==> config.mk <==
export PLATFORM = sky130hd
export DESIGN_NAME = mac_tx_packer_flat
export DESIGN_NICKNAME = d
export VERILOG_FILES = /design/src/rtl/mac_tx_packer_if.sv /design/src/rtl/mac_tx_packer.sv /design/src/flat_wrapper.sv
export SDC_FILE = /design/constraint.sdc
export NUM_CORES = 1
export LEC_CHECK = 0
export CAP_MARGIN = 10
export CORE_ASPECT_RATIO = 1.5
export CORE_UTILIZATION = 53
export CTS_CLUSTER_SIZE = 16
export DETAILED_ROUTE_END_ITERATION = 8
export PLACE_DENSITY = 0.76
export SETUP_SLACK_MARGIN = 0.05
export SLEW_MARGIN = 20
export SYNTH_ARGS = -nofsm -noshare
export SYNTH_HDL_FRONTEND = slang
export SYNTH_SLANG_ARGS = --single-unit
export TNS_END_PERCENT = 1
==> constraint.sdc <==
create_clock -name clk_user -period 6.79 [get_ports clk_user]
set_clock_uncertainty 0.15 [all_clocks]
set_input_delay 0.679 -clock clk_user [delete_from_list [all_inputs] [get_ports clk_user]]
set_output_delay 0.679 -clock clk_user [all_outputs]
set_load 0.05 [all_outputs]
==> src/rtl/mac_tx_packer_if.sv <==
// mac_tx_packer_if: byte-stream input and MAC Tx word output handshake bundle
// Signals:
//   in_valid/in_ready/in_data/in_last   byte stream into the packer
//   tx_mac_wa                           MAC write-allowed
//   tx_mac_wr/data/be/sop/eop           packed word stream towards the MAC
// Modports: master = stream source / MAC side, slave = packer side.
interface mac_tx_packer_if;
    logic        in_valid;
    logic        in_ready;
    logic [7:0]  in_data;
    logic        in_last;
    logic        tx_mac_wa;
    logic        tx_mac_wr;
    logic [31:0] tx_mac_data;
    logic [1:0]  tx_mac_be;
    logic        tx_mac_sop;
    logic        tx_mac_eop;
    modport master (
        output in_valid, in_data, in_last, tx_mac_wa,
        input  in_ready, tx_mac_wr, tx_mac_data, tx_mac_be, tx_mac_sop, tx_mac_eop
    );
    modport slave (
        input  in_valid, in_data, in_last, tx_mac_wa,
        output in_ready, tx_mac_wr, tx_mac_data, tx_mac_be, tx_mac_sop, tx_mac_eop
    );
endinterface

==> src/rtl/mac_tx_packer.sv <==
// mac_tx_packer: packs a byte stream big-endian into 32-bit MAC Tx words through a word FIFO
// Ports:
//   clk_user     user clock, all logic on the rising edge
//   reset        synchronous active-high reset
//   bus          mac_tx_packer_if.slave: in_* byte stream in, tx_mac_* words out
//   o_frame_cnt  frames fully written to the MAC (wraps)
//   o_byte_cnt   bytes written to the MAC, padding included (wraps)
//   o_trunc_err  sticky: a frame exceeded MAX_LEN
// Build option: define MAC_TX_PAD_EN to zero-pad frames shorter than MIN_LEN.
module mac_tx_packer #(
    parameter int FIFO_DEPTH = 8,
    parameter int MAX_LEN    = 1518,
    parameter int MIN_LEN    = 60
) (
    input  logic           clk_user,
    input  logic           reset,
    mac_tx_packer_if.slave bus,
    output logic [15:0]    o_frame_cnt,
    output logic [31:0]    o_byte_cnt,
    output logic           o_trunc_err
);
    localparam int AW = $clog2(FIFO_DEPTH);
    localparam int LW = $clog2(MAX_LEN + 2);
    localparam logic [AW:0]   DEPTH_C = (AW + 1)'(FIFO_DEPTH);
    localparam logic [LW-1:0] MAX_C   = LW'(MAX_LEN);
    localparam logic [LW-1:0] SAT_C   = LW'(MAX_LEN + 1);
    localparam logic [LW-1:0] MIN_C   = LW'(MIN_LEN);
`ifdef MAC_TX_PAD_EN
    localparam bit PAD_EN = 1'b1;
`else
    localparam bit PAD_EN = 1'b0;
`endif

    typedef enum logic [1:0] {S_IDLE, S_FILL, S_PAD} state_t;

    state_t        r_state;
    state_t        w_next;
    logic [1:0]    r_lane;
    logic [31:0]   r_word;
    logic [LW-1:0] r_len;
    logic          r_first;
    logic [35:0]   r_mem [FIFO_DEPTH];
    logic [AW-1:0] r_wp;
    logic [AW-1:0] r_rp;
    logic [AW:0]   r_cnt;
    logic [15:0]   r_frame_cnt;
    logic [31:0]   r_byte_cnt;
    logic          r_trunc;

    logic          w_rd;
    logic          w_free;
    logic          w_ready;
    logic          w_acc;
    logic          w_pad;
    logic [LW-1:0] w_len_nx;
    logic          w_short;
    logic          w_store;
    logic          w_adv;
    logic [31:0]   w_word;
    logic          w_end;
    logic          w_commit;
    logic [1:0]    w_be;
    logic [35:0]   w_head;

    always_ff @(posedge clk_user) begin
        if (reset) r_state <= S_IDLE;
        else       r_state <= w_next;
    end

    // Short frames divert into PAD instead of closing; PAD closes once MIN_LEN is reached.
    always_comb begin
        w_next = (r_state == S_PAD)        ? (w_end ? S_IDLE : S_PAD)
               : (w_acc && bus.in_last)    ? (w_short ? S_PAD : S_IDLE)
               : w_acc                     ? S_FILL
               :                             r_state;
    end

    // A free entry exists if the FIFO is not full or the head leaves this cycle.
    // Bytes beyond MAX_LEN are accepted but not stored; len saturates at MAX_LEN+1.
    always_comb begin
        w_rd     = (r_cnt != '0) && bus.tx_mac_wa;
        w_free   = (r_cnt < DEPTH_C) || w_rd;
        w_ready  = (r_state != S_PAD) && w_free;
        w_acc    = bus.in_valid && w_ready;
        w_pad    = (r_state == S_PAD) && w_free;
        w_len_nx = (r_state == S_IDLE) ? LW'(1) : (r_len == SAT_C) ? r_len : r_len + 1'b1;
        w_short  = PAD_EN && (w_len_nx < MIN_C);
        w_store  = w_acc && (w_len_nx <= MAX_C);
        w_adv    = w_store || w_pad;
        w_word   = w_adv ? (r_word | ({w_pad ? 8'h00 : bus.in_data, 24'h0} >> {r_lane, 3'b000})) : r_word;
        w_end    = w_pad ? (w_len_nx == MIN_C) : (w_acc && bus.in_last && !w_short);
        w_commit = w_end || (w_adv && r_lane == 2'd3);
        // A truncated frame closes on a dropped byte, so its residue is r_lane bytes.
        w_be     = w_end ? (w_adv ? r_lane + 2'd1 : r_lane) : 2'b00;
    end

    always_ff @(posedge clk_user) begin
        if (w_commit) r_mem[r_wp] <= {r_first, w_end, w_be, w_word};
    end

    always_ff @(posedge clk_user) begin
        if (reset) begin
            r_lane      <= 2'd0;
            r_word      <= '0;
            r_len       <= '0;
            r_first     <= 1'b1;
            r_wp        <= '0;
            r_rp        <= '0;
            r_cnt       <= '0;
            r_frame_cnt <= '0;
            r_byte_cnt  <= '0;
            r_trunc     <= 1'b0;
        end else begin
            if (w_acc || w_pad) r_len <= w_len_nx;
            if (w_acc && !w_store) r_trunc <= 1'b1;
            if (w_commit) begin
                r_word  <= '0;
                r_lane  <= 2'd0;
                r_first <= w_end;
                r_wp    <= r_wp + 1'b1;
            end else if (w_adv) begin
                r_word <= w_word;
                r_lane <= r_lane + 2'd1;
            end
            r_cnt <= r_cnt + {{AW{1'b0}}, w_commit} - {{AW{1'b0}}, w_rd};
            if (w_rd) begin
                r_rp        <= r_rp + 1'b1;
                r_frame_cnt <= r_frame_cnt + {15'd0, w_head[34]};
                r_byte_cnt  <= r_byte_cnt + ((w_head[34] && w_head[33:32] != 2'b00) ? {30'd0, w_head[33:32]} : 32'd4);
            end
        end
    end

    assign w_head          = r_mem[r_rp];
    assign bus.in_ready    = w_ready;
    assign bus.tx_mac_wr   = w_rd;
    assign bus.tx_mac_data = w_rd ? w_head[31:0] : 32'h0;
    assign bus.tx_mac_be   = w_rd ? w_head[33:32] : 2'b00;
    assign bus.tx_mac_eop  = w_rd && w_head[34];
    assign bus.tx_mac_sop  = w_rd && w_head[35];
    assign o_frame_cnt     = r_frame_cnt;
    assign o_byte_cnt      = r_byte_cnt;
    assign o_trunc_err     = r_trunc;
endmodule
==> src/flat_wrapper.sv <==
// flat-port wrapper written by rule: the top's interface ports become plain ports
module mac_tx_packer_flat 
#(
    parameter int FIFO_DEPTH = 8,
    parameter int MAX_LEN    = 1518,
    parameter int MIN_LEN    = 60
)
  (clk_user, reset, o_frame_cnt, o_byte_cnt, o_trunc_err, bus_in_valid, bus_in_data, bus_in_last, bus_tx_mac_wa, bus_in_ready, bus_tx_mac_wr, bus_tx_mac_data, bus_tx_mac_be, bus_tx_mac_sop, bus_tx_mac_eop);
  mac_tx_packer_if bus_i ();
  input  logic clk_user;
  input  logic reset;
  output logic [15:0] o_frame_cnt;
  output logic [31:0] o_byte_cnt;
  output logic o_trunc_err;
  input wire logic [$bits(bus_i.in_valid)-1:0] bus_in_valid;
  input wire logic [$bits(bus_i.in_data)-1:0] bus_in_data;
  input wire logic [$bits(bus_i.in_last)-1:0] bus_in_last;
  input wire logic [$bits(bus_i.tx_mac_wa)-1:0] bus_tx_mac_wa;
  output wire logic [$bits(bus_i.in_ready)-1:0] bus_in_ready;
  output wire logic [$bits(bus_i.tx_mac_wr)-1:0] bus_tx_mac_wr;
  output wire logic [$bits(bus_i.tx_mac_data)-1:0] bus_tx_mac_data;
  output wire logic [$bits(bus_i.tx_mac_be)-1:0] bus_tx_mac_be;
  output wire logic [$bits(bus_i.tx_mac_sop)-1:0] bus_tx_mac_sop;
  output wire logic [$bits(bus_i.tx_mac_eop)-1:0] bus_tx_mac_eop;
  assign bus_i.in_valid = bus_in_valid;
  assign bus_i.in_data = bus_in_data;
  assign bus_i.in_last = bus_in_last;
  assign bus_i.tx_mac_wa = bus_tx_mac_wa;
  assign bus_in_ready = bus_i.in_ready;
  assign bus_tx_mac_wr = bus_i.tx_mac_wr;
  assign bus_tx_mac_data = bus_i.tx_mac_data;
  assign bus_tx_mac_be = bus_i.tx_mac_be;
  assign bus_tx_mac_sop = bus_i.tx_mac_sop;
  assign bus_tx_mac_eop = bus_i.tx_mac_eop;
  mac_tx_packer #(.FIFO_DEPTH(FIFO_DEPTH), .MAX_LEN(MAX_LEN), .MIN_LEN(MIN_LEN)) u_core (.clk_user(clk_user), .reset(reset), .bus(bus_i), .o_frame_cnt(o_frame_cnt), .o_byte_cnt(o_byte_cnt), .o_trunc_err(o_trunc_err));
endmodule
==> impl_metrics.prom, run 1 <==
# TYPE chip_impl_metric gauge
chip_impl_metric{name="grt_pass1_vias",unit=""} 9083
chip_impl_metric{name="post_cts_hold_buffer_count",unit=""} 0
chip_impl_metric{name="drt-vias-per-instance",unit=""} 5.72
chip_impl_metric{name="initialDrtViolationCount",unit=""} 503
chip_impl_metric{name="ant_nets",unit=""} 0
chip_impl_metric{name="layout.filler_cells",unit=""} 2180
chip_impl_metric{name="gp_routability_congestion",unit=""} 0.824
chip_impl_metric{name="share_comb_of_total_power",unit="%"} 22.3
chip_impl_metric{name="slew_headroom",unit="%"} 28.8
chip_impl_metric{name="firstDrtPassIters",unit=""} 5
chip_impl_metric{name="cts_post_setup_buffers_inserted",unit=""} 0
chip_impl_metric{name="cell_internal_pwr",unit="µW"} 4580
chip_impl_info{name="run_status",value="finished clean"} 1
chip_impl_metric{name="io-pin-count",unit=""} 100
chip_impl_metric{name="fp-row-count",unit=""} 78
chip_impl_metric{name="yosys.cell_types.count",unit=""} 63
chip_impl_metric{name="fin_crit",unit="ps"} 4560
chip_impl_metric{name="numPortBuffers",unit=""} 99
chip_impl_info{name="min_path_type",value="reg2reg"} 1
chip_impl_metric{name="detailed_place_hpwl",unit="µm"} 19200
chip_impl_metric{name="synthesis.instances",unit=""} 1054
chip_impl_metric{name="synthesis.area_per_instance",unit="µm²"} 15.4
chip_impl_info{name="criticalPathCategory",value="reg2out"} 1
chip_impl_metric{name="swShare",unit="%"} 28.1
chip_impl_metric{name="power.net_switching",unit="µW"} 1800
chip_impl_metric{name="p_leak",unit="µW"} 0.00642
chip_impl_metric{name="seq_power_share",unit="%"} 44.5
chip_impl_metric{name="area_delta_synth_final",unit="%"} 16.2
chip_impl_metric{name="final.period_utilization",unit="%"} 67.2
chip_impl_info{name="critical_path.startpoint_type",value="flop"} 1
chip_impl_info{name="family_with_the_most_delay_on_the_worst_path",value="buffers and inverters"} 1
chip_impl_metric{name="max_freq",unit="GHz"} 0.219
chip_impl_metric{name="tightestPinTransition",unit="ps"} 1070
chip_impl_info{name="synthTopCellsByArea",value="sky130_fd_sc_hd__edfxtp_1 (53%), sky130_fd_sc_hd__dfxtp_1 (14%), sky130_fd_sc_hd__mux4_2 (10%)"} 1
chip_impl_metric{name="worst-endpoint-required",unit="ps"} 5960
chip_impl_metric{name="start_util",unit="%"} 53.7
chip_impl_info{name="crit_chain",value="buf_4 -> mux4_2 -> mux2i_1 -> nor2_1 -> clkdlybuf4s50_1"} 1
chip_impl_metric{name="report.final.setup_viol",unit=""} 0
chip_impl_metric{name="ys_warn_count",unit=""} 0
chip_impl_metric{name="antenna_violations_before_repair",unit=""} 0
chip_impl_metric{name="drt_wl_total",unit="µm"} 32400
chip_impl_metric{name="cp.arrival",unit="ps"} 3730
chip_impl_info{name="commonest_cells_after_routing_fill_and_taps_aside",value="sky130_fd_sc_hd__edfxtp_1 (288), sky130_fd_sc_hd__nor2_1 (108), sky130_fd_sc_hd__dfxtp_1 (107), sky130_fd_sc_hd__clkdlybuf4s50_1 (98), sky130_fd_sc_hd__mux4_2 (72)"} 1
chip_impl_metric{name="worst-path-max-fanout",unit=""} 41
chip_impl_metric{name="synth_async_sr_flop_share",unit="%"} 0
chip_impl_metric{name="post_cts_resized",unit=""} 0
chip_impl_info{name="unrepaired_setup_endpoints_after_global_routing",value="no"} 1
chip_impl_metric{name="grt_pass1_wl",unit="µm"} 50100
chip_impl_metric{name="clock_h_tree_levels",unit=""} 2
chip_impl_metric{name="place_ws",unit="ps"} 2470
chip_impl_metric{name="timing.setup.tns",unit="ps"} 0
chip_impl_metric{name="synth.cell_area",unit="mm²"} 0.0162
chip_impl_metric{name="globalRouteOverflowTotal",unit=""} 0
chip_impl_metric{name="max-vdd-ir-drop",unit="mV"} 0.176
chip_impl_info{name="synth_area_leader",value="sky130_fd_sc_hd__edfxtp_1"} 1
chip_impl_metric{name="groute.usage.overall",unit="%"} 21.5
chip_impl_metric{name="post_drt_wl_per_cell",unit="µm"} 20.5
chip_impl_metric{name="synth_enable_flop_cells",unit=""} 288
chip_impl_info{name="end_kind",value="output port"} 1
chip_impl_metric{name="clock_tree.buffer_depth",unit=""} 3
chip_impl_metric{name="worst_skew_pair.late_latency",unit="ps"} 530
chip_impl_metric{name="maximum_single_stage_delay_on_the_critical_path",unit="ps"} 780
chip_impl_info{name="layout.cells.most_common",value="sky130_fd_sc_hd__edfxtp_1"} 1
chip_impl_metric{name="antenna_cells_inserted",unit=""} 0
chip_impl_metric{name="number_of_remaining_drc_errors",unit=""} 0
chip_impl_metric{name="chipWidth",unit="µm"} 145
chip_impl_metric{name="hold_viol",unit=""} 0
chip_impl_metric{name="power_per_cell_area",unit="mW/mm²"} 339
chip_impl_metric{name="worst-path-buf-inv",unit=""} 2
chip_impl_info{name="clock_tree_from_tritoncts",value="yes"} 1
chip_impl_metric{name="pin_count_of_the_biggest_net_entering_global_routing",unit=""} 77
chip_impl_info{name="synthFlopType",value="sky130_fd_sc_hd__edfxtp_1"} 1
chip_impl_metric{name="fp.coreArea",unit="mm²"} 0.0302
chip_impl_metric{name="cts_buffers",unit=""} 36
chip_impl_metric{name="synth_top_area_share",unit="%"} 53.4
chip_impl_metric{name="chipHeight",unit="µm"} 216
chip_impl_metric{name="pins_over_their_slew_limit",unit=""} 0
chip_impl_metric{name="share_of_layout_cells_above_drive_strength_1",unit="%"} 16.5
chip_impl_metric{name="clock_power_share",unit="%"} 33.3
chip_impl_metric{name="ys_seq_area_share",unit="%"} 67.0
chip_impl_info{name="cts_root_buffer",value="sky130_fd_sc_hd__clkbuf_16"} 1
chip_impl_metric{name="max_cap_viol_count",unit=""} 0
chip_impl_metric{name="design.die.area",unit="mm²"} 0.0313
chip_impl_metric{name="yosys_register_bits",unit=""} 398
chip_impl_metric{name="vias",unit=""} 9034
chip_impl_metric{name="cts.sinks",unit=""} 398
chip_impl_metric{name="design.final.nets",unit=""} 1183
chip_impl_metric{name="final_critical_path_setup_slack",unit="ps"} 2230
chip_impl_metric{name="clk_transition_reported_paths",unit="ps"} 60
chip_impl_info{name="critical_path_slowest_stage_cell",value="sky130_fd_sc_hd__buf_4"} 1
chip_impl_metric{name="synth.net_count",unit=""} 1083
==> synth_stat cells (8+ instances only) <==
cell	number
sky130_fd_sc_hd__or3_1	8
sky130_fd_sc_hd__a21oi_1	32
sky130_fd_sc_hd__dfxtp_1	110
sky130_fd_sc_hd__edfxtp_1	288
sky130_fd_sc_hd__ha_1	14
sky130_fd_sc_hd__xnor2_1	12
sky130_fd_sc_hd__nand3_1	22
sky130_fd_sc_hd__and3_1	16
sky130_fd_sc_hd__inv_1	25
sky130_fd_sc_hd__nor2b_2	15
sky130_fd_sc_hd__mux4_2	72
sky130_fd_sc_hd__xor2_1	34
sky130_fd_sc_hd__buf_1	13
sky130_fd_sc_hd__mux2i_1	39
sky130_fd_sc_hd__nor2_1	109
sky130_fd_sc_hd__a21o_1	31
sky130_fd_sc_hd__clkbuf_1	28
sky130_fd_sc_hd__nand2_1	46
sky130_fd_sc_hd__nor2b_4	10
sky130_fd_sc_hd__nand4_1	8
sky130_fd_sc_hd__nor2b_1	10
sky130_fd_sc_hd__o21ai_0	17
sky130_fd_sc_hd__nor3_1	13
==> power by group through the flow <==
stage | combinational (µW) | clock [µW] | sequential [µW]
CTS | 1440 | 2170 | 2840
global placement | 1410 | 0 | 2890
detailed placement | 1430 | 0 | 2890
floorplan | 1090 | 0 | 2840
global route | 1520 | 2250 | 2860
finish | 1420 | 2120 | 2840
==> registers in the layout, indices dropped and copies added, names as in the netlist, named ones only <==
register and count:
u_core.r_mem 288, u_core.o_byte_cnt 32, u_core.r_word 32, u_core.o_frame_cnt 16, u_core.r_len 11, u_core.r_cnt 4, u_core.r_rp 3, u_core.r_wp 3
u_core.r_lane 2, u_core.r_state 2, u_core.o_trunc_err 1, u_core.r_first 1
==> per-stage QoR <==
step / hold slack (ps) / std cells / power [µW] / area (µm²) / util [%]
2_1_floorplan: 301 / 1054 / 3930 / 16200 / -
3_3_place_gp: 310 / 1516 / 4300 / 17600 / 58.4
3_5_place_dp: 324 / 1516 / 4320 / 17600 / 58.4
4_1_cts: 336 / 1580 / 6450 / 18800 / 62.4
5_1_grt: 358 / 1580 / 6630 / 18800 / 62.4
6_report: 332 / 1580 / 6380 / 18800 / 62.4
==> worst min-delay path, cell delays in order (launching register included) <==
cell and delay [ps]:
sky130_fd_sc_hd__dfxtp_1 320, sky130_fd_sc_hd__nand2_1 60, sky130_fd_sc_hd__a21oi_1 60
==> per-layer routing <==
layer / wire length [µm] / up-vias / GRT usage [%] / part of all wire (%)
met5: 0 / - / 0 / 0
met4: 1010 / 0 / 8.07 / 3.1
met3: 1660 / 59 / 3.95 / 5.1
met2: 17000 / 239 / 38.0 / 53
met1: 12700 / 4572 / 25.7 / 39
li1: - / 4164 / - / -
==> cell type report <==
| type | instances | area (µm²) | area share (%) |
|---|---|---|---|
| clock buffer | 46 | 960 | 5.10 |
| clock inverter | 18 | 270 | 1.44 |
| inverter | 25 | 93.8 | 0.498 |
| multi-input combinational | 579 | 5050 | 26.8 |
| sequential | 398 | 10900 | 57.7 |
| tap | 400 | 500 | 2.66 |
| timing repair buffer | 114 | 1100 | 5.83 |
==> logic make-up after synthesis <==
kind of cell               Yosys count  share of synthesized area, %
and+or+nand+nor                    297                          9.94
xor gates and xnor gates            46                          2.49
DFF                                398                          67.0
AOI/OAI and AO/OA                  107                          4.57
adders and majority gates           16                          1.33
muxes                              113                          12.6
buffers and inverters               77                          2.15
==> path summary, 6_finish.rpt <==
path	slack [ps]	endpoint	from	cells after the start
setup / recovery	2230	bus_tx_mac_data[15]	flop	5
hold / removal	330	u_core.o_frame_cnt[0]	u_core.o_frame_cnt[0]	2
setup reg to reg	2490	u_core.o_byte_cnt[26]	flop	13
hold reg to reg	330	u_core.o_frame_cnt[0]	u_core.o_frame_cnt[0]	2
No activity file was read; power rests on OpenSTA's default activity.
==> inputs of run 2 (changes only) <==
--- a/config.mk
+++ b/config.mk
@@ -7,10 +7,10 @@
 export LEC_CHECK = 0
 export CAP_MARGIN = 10
 export CORE_ASPECT_RATIO = 1.5
-export CORE_UTILIZATION = 53
+export CORE_UTILIZATION = 59
 export CTS_CLUSTER_SIZE = 16
 export DETAILED_ROUTE_END_ITERATION = 8
-export PLACE_DENSITY = 0.76
+export PLACE_DENSITY = 0.8
 export SETUP_SLACK_MARGIN = 0.05
 export SLEW_MARGIN = 20
 export SYNTH_ARGS = -nofsm -noshare
==> constraint.sdc (replaced) <==
create_clock -name clk_user -period 4.51 [get_ports clk_user]
set_clock_uncertainty 0.15 [all_clocks]
set_input_delay 0.451 -clock clk_user [delete_from_list [all_inputs] [get_ports clk_user]]
set_output_delay 0.451 -clock clk_user [all_outputs]
set_load 0.05 [all_outputs]
==> run 2 against run 1 <==
Compared with the run above: register-to-register slack worse by 1900 ps; combinational power is 57% higher; first-iteration DRC count is 4.2% higher; flip-flop and latch count stayed put; global-route usage is 2.9 points higher; utilization is 8.5 points higher; die area is 10% lower; setup slack worse by 1700 ps; largest power group unchanged; total power is 52% higher; highest routed layer unchanged; cell count is 3.4% lower; non-clock buffer count is 7 higher.
==> impl_metrics.prom, run 2 (synthesis results as in run 1) <==
# TYPE chip_impl_metric gauge
chip_impl_info{name="run_status",value="finished clean"} 1
chip_impl_metric{name="start_util",unit="%"} 60.5
chip_impl_metric{name="final.period_utilization",unit="%"} 89.2
chip_impl_metric{name="whs_path_depth",unit=""} 2
chip_impl_metric{name="initialDrtViolationCount",unit=""} 524
chip_impl_metric{name="worst_hold_margin",unit="ps"} 270
chip_impl_info{name="cts_root_buffer",value="sky130_fd_sc_hd__clkbuf_16"} 1
chip_impl_info{name="critical_path.reg2reg.endpoint",value="u_core.r_cnt[3]"} 1
chip_impl_metric{name="tightestPinTransition",unit="ps"} 848
chip_impl_metric{name="pins_over_their_slew_limit",unit=""} 0
chip_impl_metric{name="cts_buffers",unit=""} 37
chip_impl_metric{name="share_of_layout_cells_above_drive_strength_1",unit="%"} 17.7
chip_impl_metric{name="maximum_single_stage_delay_on_the_critical_path",unit="ps"} 740
chip_impl_metric{name="multi_input_area",unit="mm²"} 0.00508
chip_impl_metric{name="clock_h_tree_levels",unit=""} 2
chip_impl_info{name="family_with_the_most_delay_on_the_worst_path",value="buffers and inverters"} 1
chip_impl_metric{name="largest_register_ffs",unit=""} 288
chip_impl_metric{name="worst-endpoint-required",unit="ps"} 3910
chip_impl_info{name="unrepaired_setup_endpoints_after_global_routing",value="no"} 1
chip_impl_metric{name="number_of_remaining_drc_errors",unit=""} 0
chip_impl_metric{name="cp.arrival",unit="ps"} 3420
chip_impl_metric{name="slew_headroom",unit="%"} 43.5
chip_impl_metric{name="firstDrtPassIters",unit=""} 5
chip_impl_metric{name="max_cap_viol_count",unit=""} 0
chip_impl_metric{name="reg2reg_setup_slack",unit="ps"} 620
chip_impl_metric{name="numPortBuffers",unit=""} 99
chip_impl_metric{name="cts_post_setup_buffers_inserted",unit=""} 0
chip_impl_metric{name="power",unit="µW"} 9710
chip_impl_metric{name="fp.coreArea",unit="mm²"} 0.0268
chip_impl_metric{name="chipWidth",unit="µm"} 137
chip_impl_info{name="min_to",value="u_core.r_cnt[1]"} 1
chip_impl_metric{name="worst-path-max-fanout",unit=""} 58
chip_impl_metric{name="groute.usage.overall",unit="%"} 24.4
chip_impl_metric{name="design.die.area",unit="mm²"} 0.0281
chip_impl_metric{name="max_freq",unit="GHz"} 0.248
chip_impl_metric{name="io-pin-count",unit=""} 100
chip_impl_metric{name="layout.filler_cells",unit=""} 1693
chip_impl_metric{name="timing.setup.tns",unit="ps"} 0
chip_impl_metric{name="vias",unit=""} 9120
chip_impl_metric{name="number_of_non_filler_instances_in_the_completed_layout",unit=""} 1527
chip_impl_metric{name="post_cts_hold_buffer_count",unit=""} 0
chip_impl_metric{name="clock_tree.buffer_depth",unit=""} 3
chip_impl_metric{name="grt_pass1_vias",unit=""} 9233
chip_impl_info{name="layout.cells.most_common",value="sky130_fd_sc_hd__edfxtp_1"} 1
chip_impl_info{name="end_kind",value="output port"} 1
chip_impl_metric{name="p_leak",unit="µW"} 0.00653
chip_impl_metric{name="post_drt_wl_per_cell",unit="µm"} 21.7
chip_impl_metric{name="ant_nets",unit=""} 0
chip_impl_metric{name="clk_transition_reported_paths",unit="ps"} 60
chip_impl_metric{name="worst-path-buf-inv",unit=""} 2
chip_impl_metric{name="drt_wl_total",unit="µm"} 33200
chip_impl_metric{name="antenna_cells_inserted",unit=""} 0
chip_impl_metric{name="worst_skew_pair.late_latency",unit="ps"} 520
chip_impl_metric{name="fin_crit",unit="ps"} 4020
chip_impl_metric{name="globalRouteOverflowTotal",unit=""} 0
chip_impl_info{name="criticalPathCategory",value="reg2out"} 1
chip_impl_info{name="regToRegStartpoint",value="u_core.r_len[1]"} 1
chip_impl_metric{name="grt_pass1_wl",unit="µm"} 50900
chip_impl_metric{name="placed_cells_incl_taps",unit=""} 1460
chip_impl_info{name="critical_path_slowest_stage_cell",value="sky130_fd_sc_hd__buf_4"} 1
chip_impl_metric{name="antenna_violations_before_repair",unit=""} 0
chip_impl_metric{name="fp-row-count",unit=""} 73
chip_impl_info{name="crit_chain",value="buf_4 -> mux4_2 -> mux2i_1 -> nor2_1 -> clkdlybuf4s50_1"} 1
chip_impl_metric{name="cts.sinks",unit=""} 398
chip_impl_metric{name="design.final.nets",unit=""} 1191
chip_impl_metric{name="post_cts_resized",unit=""} 0
chip_impl_info{name="largest_register_by_flop_count",value="u_core.r_mem"} 1
chip_impl_metric{name="report.final.setup_viol",unit=""} 0
chip_impl_metric{name="chipHeight",unit="µm"} 205
chip_impl_metric{name="pin_count_of_the_biggest_net_entering_global_routing",unit=""} 59
chip_impl_info{name="hold_start",value="reset"} 1
chip_impl_metric{name="gp_routability_congestion",unit=""} 0.876
chip_impl_metric{name="area_delta_synth_final",unit="%"} 17.2
chip_impl_metric{name="drt-vias-per-instance",unit=""} 5.97
chip_impl_info{name="commonest_cells_after_routing_fill_and_taps_aside",value="sky130_fd_sc_hd__edfxtp_1 (288), sky130_fd_sc_hd__nor2_1 (109), sky130_fd_sc_hd__dfxtp_1 (107), sky130_fd_sc_hd__clkdlybuf4s50_1 (98), sky130_fd_sc_hd__mux4_2 (72)"} 1
chip_impl_info{name="critical_path.startpoint_type",value="flop"} 1
chip_impl_metric{name="detailed_place_hpwl",unit="µm"} 19400
chip_impl_info{name="min_path_type",value="in2reg"} 1
chip_impl_metric{name="hold_viol",unit=""} 0
chip_impl_metric{name="worstRegToRegCells",unit=""} 14
chip_impl_info{name="clock_tree_from_tritoncts",value="yes"} 1
chip_impl_metric{name="ff_latch_area",unit="mm²"} 0.0109
chip_impl_metric{name="max-vdd-ir-drop",unit="mV"} 0.374
chip_impl_metric{name="power_per_cell_area",unit="mW/mm²"} 511
run 2: per-layer routing:
layer | vias to the layer above | GRT usage (%) | part of all wire [%]
li1 | 4184 | - | -
met1 | 4599 | 30.2 | 39
met2 | 274 | 43.2 | 53
met3 | 63 | 3.19 | 4.9
met4 | 0 | 8.99 | 3.0
met5 | - | 0 | 0
run 2: worst max-delay path by stage:
stage | from | endpoint | slack, ps | cells past startpoint
floorplan | u_core.r_len[0] | u_core.r_mem[3][0] | -980 | 11
global placement | u_core.r_len[1] | u_core.r_cnt[3] | 770 | 14
detailed placement | u_core.r_len[1] | u_core.r_cnt[3] | 680 | 14
CTS | flop | bus_tx_mac_data[28] | 440 | 5
global route | u_core.r_len[1] | u_core.r_cnt[3] | 340 | 14
finish | flop | bus_tx_mac_data[18] | 490 | 5
run 2: worst register-to-register path: stages, from the launching register on:
cell and delay [ps]:
sky130_fd_sc_hd__dfxtp_1 430, sky130_fd_sc_hd__ha_1 370, sky130_fd_sc_hd__and4bb_1 290, sky130_fd_sc_hd__nand3_1 210
sky130_fd_sc_hd__a21boi_0 350, sky130_fd_sc_hd__nor4_1 90, sky130_fd_sc_hd__a31o_1 250, sky130_fd_sc_hd__o31a_1 350
sky130_fd_sc_hd__nor2_1 410, sky130_fd_sc_hd__inv_1 100, sky130_fd_sc_hd__ha_1 240, sky130_fd_sc_hd__a21o_1 160
sky130_fd_sc_hd__a21oi_1 170, sky130_fd_sc_hd__xnor2_1 130, sky130_fd_sc_hd__nor2_1 50
run 2: cell type report:
type	instances	area share [%]
clock buffer	50	5.78
multi-input combinational	579	26.8
timing repair buffer	121	6.52
tap	337	2.22
inverter	25	0.494
clock inverter	17	1.01
sequential	398	57.2
run 2: power by group:
part	total [µW]	leakage [µW]	switching (µW)	internal, µW
combinational	2230	0.00228	1320	911
sequential	4230	0.00360	124	4100
clock	3250	0.000645	1310	1940
total	9710	0.00653	2750	6950
run 2: metrics by stage:
stage	utilization, %	worst slack, ps	instance area, µm²
floorplan	-	-985	16200
global placement	66.1	769	17700
detailed placement	66.1	678	17700
CTS	70.9	437	19000
global route	70.9	336	19000
finish	70.9	485	19000
==> inputs of run 3 (changes only) <==
--- a/config.mk
+++ b/config.mk
@@ -10,6 +10,7 @@
 export CORE_UTILIZATION = 59
 export CTS_CLUSTER_SIZE = 16
 export DETAILED_ROUTE_END_ITERATION = 8
+export GPL_TIMING_DRIVEN = 0
 export PLACE_DENSITY = 0.8
 export SETUP_SLACK_MARGIN = 0.05
 export SLEW_MARGIN = 20
==> run 3 against run 2 <==
Compared with the run above: first-iteration DRC count rose by 36%; hold slack better by 68 ps; non-clock buffer count is 67 higher; cell area up 1.8%; fmax decreased by 8.4%; largest cell class unchanged.
==> impl_metrics.prom, run 3 (synthesis results as in run 1) <==
# TYPE chip_impl_metric gauge
chip_impl_metric{name="max_cap_viol_count",unit=""} 0
chip_impl_metric{name="drt-vias-per-instance",unit=""} 6.07
chip_impl_metric{name="clock_tree.buffer_depth",unit=""} 3
chip_impl_metric{name="placed_cells_incl_taps",unit=""} 1523
chip_impl_info{name="critical_path.startpoint_type",value="flop"} 1
chip_impl_metric{name="fp-row-count",unit=""} 73
chip_impl_metric{name="slew_headroom",unit="%"} 33.5
chip_impl_metric{name="cts_buffers",unit=""} 37
chip_impl_metric{name="largest_register_ffs",unit=""} 288
chip_impl_info{name="criticalPathCategory",value="reg2out"} 1
chip_impl_metric{name="grt_pass1_wl",unit="µm"} 55300
chip_impl_metric{name="share_of_layout_cells_above_drive_strength_1",unit="%"} 18.8
chip_impl_info{name="commonest_cells_after_routing_fill_and_taps_aside",value="sky130_fd_sc_hd__edfxtp_1 (288), sky130_fd_sc_hd__dfxtp_1 (109), sky130_fd_sc_hd__nor2_1 (108), sky130_fd_sc_hd__clkdlybuf4s50_1 (99), sky130_fd_sc_hd__mux4_2 (72)"} 1
chip_impl_metric{name="chipHeight",unit="µm"} 205
chip_impl_metric{name="drt_wl_total",unit="µm"} 36600
chip_impl_metric{name="worst_hold_margin",unit="ps"} 338
chip_impl_metric{name="clock_h_tree_levels",unit=""} 2
chip_impl_metric{name="groute.usage.overall",unit="%"} 27.1
chip_impl_metric{name="hold_viol",unit=""} 0
chip_impl_metric{name="fin_crit",unit="ps"} 4390
chip_impl_metric{name="number_of_non_filler_instances_in_the_completed_layout",unit=""} 1596
chip_impl_metric{name="detailed_place_hpwl",unit="µm"} 23700
chip_impl_metric{name="report.final.setup_viol",unit=""} 0
chip_impl_metric{name="gp_routability_congestion",unit=""} 0.867
chip_impl_info{name="unrepaired_setup_endpoints_after_global_routing",value="yes"} 1
chip_impl_metric{name="worst-path-max-fanout",unit=""} 10
chip_impl_metric{name="grt_pass1_vias",unit=""} 9949
chip_impl_metric{name="tightestPinTransition",unit="ps"} 997
chip_impl_metric{name="max-vdd-ir-drop",unit="mV"} 0.474
chip_impl_metric{name="pin_count_of_the_biggest_net_entering_global_routing",unit=""} 20
chip_impl_metric{name="io-pin-count",unit=""} 100
chip_impl_metric{name="ant_nets",unit=""} 0
chip_impl_metric{name="worst-endpoint-required",unit="ps"} 3910
chip_impl_info{name="min_path_type",value="reg2reg"} 1
chip_impl_metric{name="p_leak",unit="µW"} 0.00672
chip_impl_metric{name="firstDrtPassIters",unit=""} 4
chip_impl_info{name="cts_root_buffer",value="sky130_fd_sc_hd__clkbuf_16"} 1
chip_impl_metric{name="cts.sinks",unit=""} 398
chip_impl_metric{name="clk_transition_reported_paths",unit="ps"} 70
chip_impl_info{name="run_status",value="finished clean"} 1
chip_impl_metric{name="vias",unit=""} 9682
chip_impl_metric{name="post_cts_hold_buffer_count",unit=""} 0
chip_impl_metric{name="pins_over_their_slew_limit",unit=""} 0
chip_impl_metric{name="layout.filler_cells",unit=""} 1704
chip_impl_metric{name="max_freq",unit="GHz"} 0.228
chip_impl_metric{name="globalRouteOverflowTotal",unit=""} 0
chip_impl_metric{name="start_util",unit="%"} 60.5
chip_impl_info{name="layout.cells.most_common",value="sky130_fd_sc_hd__edfxtp_1"} 1
chip_impl_info{name="clock_tree_from_tritoncts",value="yes"} 1
chip_impl_metric{name="cp.arrival",unit="ps"} 3790
chip_impl_info{name="end_kind",value="output port"} 1
chip_impl_metric{name="design.die.area",unit="mm²"} 0.0281
chip_impl_metric{name="post_drt_wl_per_cell",unit="µm"} 22.9
chip_impl_metric{name="antenna_violations_before_repair",unit=""} 0
chip_impl_metric{name="number_of_remaining_drc_errors",unit=""} 0
chip_impl_metric{name="fp.coreArea",unit="mm²"} 0.0268
chip_impl_metric{name="design.final.nets",unit=""} 1258
chip_impl_metric{name="initialDrtViolationCount",unit=""} 713
chip_impl_metric{name="chipWidth",unit="µm"} 137
chip_impl_metric{name="worst_skew_pair.late_latency",unit="ps"} 540
chip_impl_info{name="largest_register_by_flop_count",value="u_core.r_mem"} 1
chip_impl_metric{name="final.period_utilization",unit="%"} 97.4
chip_impl_metric{name="power_per_cell_area",unit="mW/mm²"} 505
chip_impl_metric{name="area_delta_synth_final",unit="%"} 19.3
chip_impl_metric{name="numPortBuffers",unit=""} 99
==> run 3: per-stage QoR <==
| stage | area, µm² | setup WS, ps | utilization, % | setup TNS [ps] | power, µW |
|---|---|---|---|---|---|
| after detailed placement | 18000 | -227 | 67.3 | -2260 | 6620 |
| after global placement | 17600 | -3930 | 65.9 | -825850 | 6540 |
| after global routing | 19300 | -82.7 | 72.2 | -354 | 10100 |
| after floorplan | 16200 | -985 | - | -170070 | 5920 |
| after CTS | 19300 | 127 | 72.1 | 0 | 9810 |
| final | 19300 | 118 | 72.2 | 0 | 9750 |
==> run 3: critical path, stage by stage, from the launching register on <==
cell                              delay (ps)
sky130_fd_sc_hd__dfxtp_1                 300
sky130_fd_sc_hd__inv_1                    80
sky130_fd_sc_hd__ha_1                    140
sky130_fd_sc_hd__nor3b_1                 360
sky130_fd_sc_hd__nand2b_1                260
sky130_fd_sc_hd__clkbuf_1                630
sky130_fd_sc_hd__clkbuf_1                560
sky130_fd_sc_hd__nor2_1                  160
sky130_fd_sc_hd__clkdlybuf4s50_1         770
==> run 3: path summary, 6_finish.rpt <==
| check | from | endpoint | slack (ps) | cells past startpoint |
|---|---|---|---|---|
| max | u_core.r_cnt[2] | bus_tx_mac_data[21] | 120 | 8 |
| max reg2reg | u_core.r_len[1] | u_core.r_mem[0][13] | 250 | 13 |
| min | u_core.o_frame_cnt[0] | u_core.o_frame_cnt[0] | 340 | 2 |
| min reg2reg | u_core.o_frame_cnt[0] | u_core.o_frame_cnt[0] | 340 | 2 |
==> run 3: repair_timing <==
item                                    CTS  global route
resized for setup                        11             4
endpoints found under the setup margin   65           130
pin swaps                                 1             1
setup buffers                             3             2
gates cloned                              0             0
==> run 3: per-layer routing <==
metal	track usage, %	vias up	part of all wire (%)
met3	5.02	112	6.0
met5	0	-	0
met2	48.1	410	53
met1	31.5	4837	37
li1	-	4323	-
met4	12.1	0	4.2
==> run 3: layout make-up <==
class                           count  area (µm²)  area share [%]
Buffer                             51         274            1.42
Multi-Input combinational cell    579        5090            26.4
Sequential cell                   398       10900            56.1
Tap cell                          337         422            2.18
Inverter                           25        93.8           0.485
Antenna cell                        1        2.50          0.0129
Clock inverter                     22         210            1.09
Timing Repair Buffer              137        1360            7.04
Clock buffer                       46        1020            5.29
==> run 3: where the power goes <==
part / switching [µW] / internal [µW]
sequential: 87.6 / 4100
combinational: 1440 / 939
clock: 1340 / 1850
